File: config.mk
export PLATFORM = sky130hd
export DESIGN_NAME = btn_debounce
export DESIGN_NICKNAME = d
export VERILOG_FILES = /design/src/rtl/board_pkg.sv /design/src/rtl/btn_debounce_ch.sv /design/src/rtl/btn_debounce.sv
export SDC_FILE = /design/constraint.sdc
export NUM_CORES = 1
export LEC_CHECK = 0
export CAP_MARGIN = 15
export CORE_UTILIZATION = 59
export CTS_CLUSTER_DIAMETER = 200
export DETAILED_ROUTE_END_ITERATION = 6
export PLACE_DENSITY = 0.87
export SLEW_MARGIN = 20
export SYNTH_ARGS = -nofsm -noshare
export SYNTH_HDL_FRONTEND = slang
export SYNTH_SLANG_ARGS = --single-unit
File: constraint.sdc
create_clock -name clk -period 2.3 [get_ports clk]
set_clock_uncertainty 0.05 [all_clocks]
set_input_delay 0.23 -clock clk [delete_from_list [all_inputs] [get_ports clk]]
set_output_delay 0.23 -clock clk [all_outputs]
set_load 0.1 [all_outputs]
File: src/rtl/board_pkg.sv
// Board-level constants shared by the TinyFPGA input path.
// Provides the system clock rate and the default debounce window in cycles.
package board_pkg;

  localparam int unsigned CLK_HZ      = 16000000;
  localparam int unsigned DEBOUNCE_MS = 10;

  // 10 ms at 16 MHz = 160000 cycles
  localparam int unsigned DEBOUNCE_CYCLES_DEF = (CLK_HZ / 1000) * DEBOUNCE_MS;

endpackage : board_pkg

File: src/rtl/btn_debounce_ch.sv
// Single-channel button conditioner: 2-flop synchroniser, stability counter,
// registered debounced level and one-cycle edge pulses.
// Optional macro BTN_DEBOUNCE_FALL_PULSE_EN enables the fall-pulse flop;
// without it fall_o is a constant 0.
// Ports:
//   clk        system clock
//   rst_n      asynchronous active-low reset
//   btn_raw_i  raw pad level, asynchronous to clk
//   level_o    debounced level
//   rise_o     one-cycle pulse on level_o 0->1
//   fall_o     one-cycle pulse on level_o 1->0 (0 when feature disabled)
module btn_debounce_ch
  import board_pkg::*;
#(
  parameter int unsigned DEBOUNCE_CYCLES = DEBOUNCE_CYCLES_DEF
) (
  input  logic clk,
  input  logic rst_n,
  input  logic btn_raw_i,
  output logic level_o,
  output logic rise_o,
  output logic fall_o
);

  localparam int unsigned     CNT_W   = $clog2(DEBOUNCE_CYCLES);
  localparam logic [CNT_W-1:0] CNT_MAX = CNT_W'(DEBOUNCE_CYCLES - 1);

  logic             sync1_q;
  logic             sync2_q;
  logic             level_q, level_d;
  logic             rise_q, rise_d;
  logic [CNT_W-1:0] cnt_q, cnt_d;
`ifdef BTN_DEBOUNCE_FALL_PULSE_EN
  logic             fall_q, fall_d;
`endif

  // Counter runs only while the synchronised input disagrees with the
  // accepted level; any agreement restarts the window from zero.
  always_comb begin
    level_d = level_q;
    rise_d  = 1'b0;
    cnt_d   = '0;
`ifdef BTN_DEBOUNCE_FALL_PULSE_EN
    fall_d  = 1'b0;
`endif
    if (sync2_q != level_q) begin
      if (cnt_q == CNT_MAX) begin
        level_d = sync2_q;
        rise_d  = sync2_q;
`ifdef BTN_DEBOUNCE_FALL_PULSE_EN
        fall_d  = ~sync2_q;
`endif
      end else begin
        cnt_d = cnt_q + CNT_W'(1);
      end
    end
  end

  // Synchroniser and debounce state
  always_ff @(posedge clk or negedge rst_n) begin
    if (!rst_n) begin
      sync1_q <= 1'b0;
      sync2_q <= 1'b0;
      level_q <= 1'b0;
      rise_q  <= 1'b0;
      cnt_q   <= '0;
    end else begin
      sync1_q <= btn_raw_i;
      sync2_q <= sync1_q;
      level_q <= level_d;
      rise_q  <= rise_d;
      cnt_q   <= cnt_d;
    end
  end

`ifdef BTN_DEBOUNCE_FALL_PULSE_EN
  // Fall pulse register, present only when the feature is built in
  always_ff @(posedge clk or negedge rst_n) begin
    if (!rst_n) begin
      fall_q <= 1'b0;
    end else begin
      fall_q <= fall_d;
    end
  end

  assign fall_o = fall_q;
`else
  assign fall_o = 1'b0;
`endif

  assign level_o = level_q;
  assign rise_o  = rise_q;

endmodule : btn_debounce_ch

File: src/rtl/btn_debounce.sv
// WIDTH-channel push-button conditioner feeding the two-input logic stage.
// Each channel is synchronised, debounced and edge-detected independently.
// Optional macro BTN_DEBOUNCE_FALL_PULSE_EN enables btn_fall pulses;
// otherwise btn_fall is constant 0.
// Ports:
//   clk        system clock (16 MHz on board)
//   rst_n      asynchronous active-low reset
//   btn_raw    raw pad levels, may bounce
//   btn_level  debounced levels (drive in_1/in_0 downstream)
//   btn_rise   one-cycle pulse per channel on 0->1
//   btn_fall   one-cycle pulse per channel on 1->0
module btn_debounce
  import board_pkg::*;
#(
  parameter int unsigned WIDTH           = 2,
  parameter int unsigned DEBOUNCE_CYCLES = DEBOUNCE_CYCLES_DEF
) (
  input  logic             clk,
  input  logic             rst_n,
  input  logic [WIDTH-1:0] btn_raw,
  output logic [WIDTH-1:0] btn_level,
  output logic [WIDTH-1:0] btn_rise,
  output logic [WIDTH-1:0] btn_fall
);

  // One independent conditioner per channel
  for (genvar g = 0; g < WIDTH; g++) begin : g_ch
    btn_debounce_ch #(
      .DEBOUNCE_CYCLES(DEBOUNCE_CYCLES)
    ) u_ch (
      .clk      (clk),
      .rst_n    (rst_n),
      .btn_raw_i(btn_raw[g]),
      .level_o  (btn_level[g]),
      .rise_o   (btn_rise[g]),
      .fall_o   (btn_fall[g])
    );
  end

endmodule : btn_debounce

Word-level counts from Yosys, hierarchy flattened --
Cells that the tools add are included.
Operators by class: add/subtract/negate cells 2, reductions and logical operators 2, muxes and demuxes 8, eq/ne operators 4
Operators with widths (count):
- $mux 18 | 4
- $add 18x1->18 const B | 2
- $eq 18x18->1 const B | 2
- $mux 1 | 4
- $reduce_and 2->1 | 2
- $ne 1x1->1 | 2
Word-level totals: bits of input ports 4, register bits after elaboration 44, output and inout port bits 6, word-level logic and storage cells 26

Depth between registers and ports, before layout --
word-level depth 3, gate-level depth with buffers 6, depth with buffers taken out 5

Hierarchy --
From an unflattened synthesis, not the netlist that was laid out.
Unflattened totals: cells, all modules 204, area total of the unflattened synthesis 2129.5 µm²
By module, submodules not included:
- btn_debounce_ch | sequential area each 550.5 µm², area each 1064.8 µm², cells an instance 102, instances 2

Worst setup path before layout --
Ideal clock, no wire load.
path type register to register, start register g_ch[0].u_ch.cnt_q[0], end register g_ch[0].u_ch.cnt_q[10], clock period less this slack 1.632 ns, setup slack 0.668 ns, cell stages (with the launch flop) 7, library setup time 0.121 ns, data arrival time 1.461 ns, buffers on the path 1, data required time 2.129 ns, cells stage by stage dfrtp_1 > ha_1 > nand4_1 > nor2_1 > a41o_1 > buf_2 > nor2_1
Between the ends: word-level cells in the longest chain between the ends 3, elaborated cells between the ends (all ways) 4, classes of those cells 1 x add/sub; 1 x eq/ne; 2 x mux
RTL lines:
- from (decl) | RTL line btn_debounce_ch.sv:32 | logic [CNT_W-1:0] cnt_q, cnt_d;
- from (signal assigned) | RTL line btn_debounce_ch.sv:72 | cnt_q <= cnt_d;
- $add 18x1->18 / $eq 18x18->1 (equally long branches) | RTL line btn_debounce_ch.sv:54, btn_debounce_ch.sv:47
- $mux 18 * | RTL line btn_debounce_ch.sv:47 | if (cnt_q == CNT_MAX) begin
- $mux 18 * | RTL line btn_debounce_ch.sv:46 | if (sync2_q != level_q) begin
- named net g_ch[0].u_ch.cnt_d[10] | RTL line btn_debounce_ch.sv:32
Mark *: on every way through the listed nets, which the timed path passes. The rest lies on a longest branch. A chain may end at the register's enable or synchronous reset.

Worst setup path in the final report --
start register g_ch[0].u_ch.cnt_q[0], end register g_ch[0].u_ch.cnt_q[11]
Same word-level chain as after synthesis.

==> impl_results.md <==
* Maximum clock rate at just over 0.5 GHz
* Most frequent cells in the layout: 44 x dfrtp_1, 36 x nor2_1, 23 x xnor2_1
* Num CTS Buffers at 5
* Synth top area cells: dfrtp_1 52%, xnor2_1 9.6%, nor2_1 6.4%
* Crit Path Class: flip-flop to flip-flop
* Setup ws final at around 0.37 ns
* Final ANT Viol Nets at 0
* Post-synthesis register bit count at 44
* Worst slew margin at 65.5%
* Initial antenna violation count at 0
* Top layer in use: met4
* Vias in the first global route at between 1000 and 1500
* Element type at the critical path start: flip-flop
* Gp weighted congestion at 0.810
* Setup TNS at 0 ns
* Final Hold Fails at 0
* First drt pass iteration count at 5
* Sequential fraction of the synthesis area at a little over half
* Drt drc at 0
* Final slew viol count at 0
* Worst-skew pair later-pin latency at roughly 0.36 ns
* Critical path endpoint category: flip-flop
* WL met2 at between 1.5 and 2 mm
* PortBufs at 7
* Met3 WL at around 98 microns
* GR Util All Layers at a little over a fifth
* Cell chosen for the clock root: clkbuf_4
* Initial core utilization at roughly 62%
* Die Span Y at approximately 62 microns
* Fin nets at roughly 220
* Core area at about 0.0034 sq mm
* Layout area overhead at 6.65%
* Status: complete, no violations
* Critical Path AT at 2.13 ns
* Vias/cell at 5.56
* First-pass GRT wire length at around 5.6 mm
* Clock Tree Buf Depth at 2
* FFs w/ async S/R, synth at 100%
* Die footprint at between 0.003 and 0.004 sq mm
* RSZ-0062 raised after global routing: false
* Num Clock Sinks at between 40 and 50
* Gr ovfl total at 0
* Yosys top cell by area: dfrtp_1
* Commonest non-fill, non-tap cell in the layout: dfrtp_1
* DR vias at between 1000 and 1500
* Avg WL per Cell at 13.1 microns
* # rows at 21
* CTS tree: yes
* Synthesized cell area at approximately 0.0021 sq mm
* Synth Area per Inst at just over 10 sq um
* Place WS at 0.389 ns
* H-Tree Depth at 2
* Worst-path clk slew at 0.13 ns
* Setup-failing EPs final at 0
* Critical Path Fanout Max at 16
* Yosys cell types at 32
* Top cell type's share of synthesized area at a little over half
* DRT met1 WL at 1.61 mm
* Die W at 61.7 microns
* VDD IR-drop max at roughly 0.37 mV
* Pwr dens at 561 mW/mm^2
* Antenna cells at 0
* Total Wirelength at approximately 3.4 mm
* Measured slew at the worst slew-check pin at 0.518 ns
* Worst EP required at 2.49 ns
* Most used DFF post-synth: dfrtp_1
* Post-route minimum period at just under 2 ns
* Synth warn at 0
* Hpwl dp at roughly 2.4 mm
* Post-synth EDFFs at 0
* Initial DRC count at slightly below 100
* Fillers at 250
* Worst hold-check path type: input pin to flip-flop
* Post-CTS setup buffers at 0
* Post-Syn Instances at roughly 200
* Pleak at 0.921 nW
* Share of cells above drive strength 1 at approximately 10%
* # IOs at 10
* Largest net degree at the start of global routing at 25
* Maxcap violations at 0
* Final worst path period share at 84.1%
## registers in the layout, indices dropped and copies added (netlist names)
name / count
g_ch.u_ch.cnt_q: 36
g_ch.u_ch.sync2_q: 2
g_ch.u_ch.rise_o: 2
g_ch.u_ch.level_o: 2
g_ch.u_ch.sync1_q: 2
## Yosys cell counts (3+ instances only)
cell and n:
nand4_1 7, nor4_1 7, nor2_1 36, buf_2 3, dfrtp_1 44, xnor2_1 23, nor3b_1 3, buf_4 6
and3_1 4, xor2_1 8, nand3_1 13, inv_1 4, a21oi_1 3, nor3_1 10, nand2_1 10
## report_power, final
group,internal (W),switching (W),leakage [nW],total (W)
logic,0.0000176,0.0000472,0.290,0.0000648
registers,0.000785,0.0000118,0.601,0.000797
clock network,0.000148,0.000249,0.0305,0.000398
total,0.000951,0.000308,0.921,0.00126
## critical path, stage by stage, from the launching register on
cell	delay [ns]
dfrtp_1	0.42
ha_1	0.25
nand4_1	0.17
nor2_1	0.25
a41o_1	0.55
nor2_1	0.12
## final cells by class
cell class                 instances  area [sq um]  share of cell area (%)
clock buffer                       6          51.3                    2.28
sequential                        44          1100                    49.0
clock inverter                     2          15.0                   0.669
timing repair buffer               9          72.6                    3.23
tap                               46          57.6                    2.56
inverter                           4          15.0                   0.669
multi-input combinational        148           933                    41.6
## stage by stage
| step | cell area (sq um) | util [%] | hold WS, ns | total power [W] | std cells |
|---|---|---|---|---|---|
| floorplan | 2110 | - | -0.116 | 0.000852 | 205 |
| detailed placement | 2170 | 64.0 | 0.154 | 0.000877 | 250 |
| global route | 2250 | 66.3 | 0.230 | 0.00132 | 259 |
| global placement | 2170 | 64.0 | 0.149 | 0.000876 | 250 |
| CTS | 2250 | 66.3 | 0.227 | 0.00128 | 259 |
| finish | 2250 | 66.3 | 0.242 | 0.00126 | 259 |
## cell families after synthesis
kind of cell,Yosys count,share of synthesized area (%)
XOR/XNOR,31,12.9
other,1,0.178
flip-flops,44,52.3
multiplexers,4,2.02
adder cells (fa/ha/maj),2,1.19
buffers and inverters,13,3.56
AND/OR/NAND/NOR,101,25.4
AO/OA/AOI/OAI,8,2.44
## metal layers
layer | track usage, % | vias up
met4 | 10.5 | 0
li1 | - | 716
met5 | 0 | -
met1 | 26.7 | 692
met3 | 6.83 | 5
met2 | 32.1 | 26
## what timing repair did
action                    CTS  global route
hold endpoints to repair   20             0
gates resized for setup     0             0
hold buffers                1             0
## path summary, 6_finish.rpt
check | start | endpoint | slack (ns) | cells after the start
worst max-delay path | g_ch[0].u_ch.cnt_q[0]$_DFF_PN0_ | g_ch[0].u_ch.cnt_q[11]$_DFF_PN0_ | 0.37 | 5
worst min-delay path | btn_raw[0] | g_ch[0].u_ch.sync1_q$_DFF_PN0_ | 0.24 | 1
worst max register to register | g_ch[0].u_ch.cnt_q[0]$_DFF_PN0_ | g_ch[0].u_ch.cnt_q[11]$_DFF_PN0_ | 0.37 | 5
worst min register to register | g_ch[1].u_ch.sync1_q$_DFF_PN0_ | g_ch[1].u_ch.sync2_q$_DFF_PN0_ | 0.32 | 0
max in group asynchronous | rst_n | g_ch[1].u_ch.cnt_q[0]$_DFF_PN0_ | 1.26 | 3
min in group asynchronous | rst_n | g_ch[0].u_ch.cnt_q[6]$_DFF_PN0_ | 0.27 | 2
Note: power is estimated with default switching activity, not from simulation.
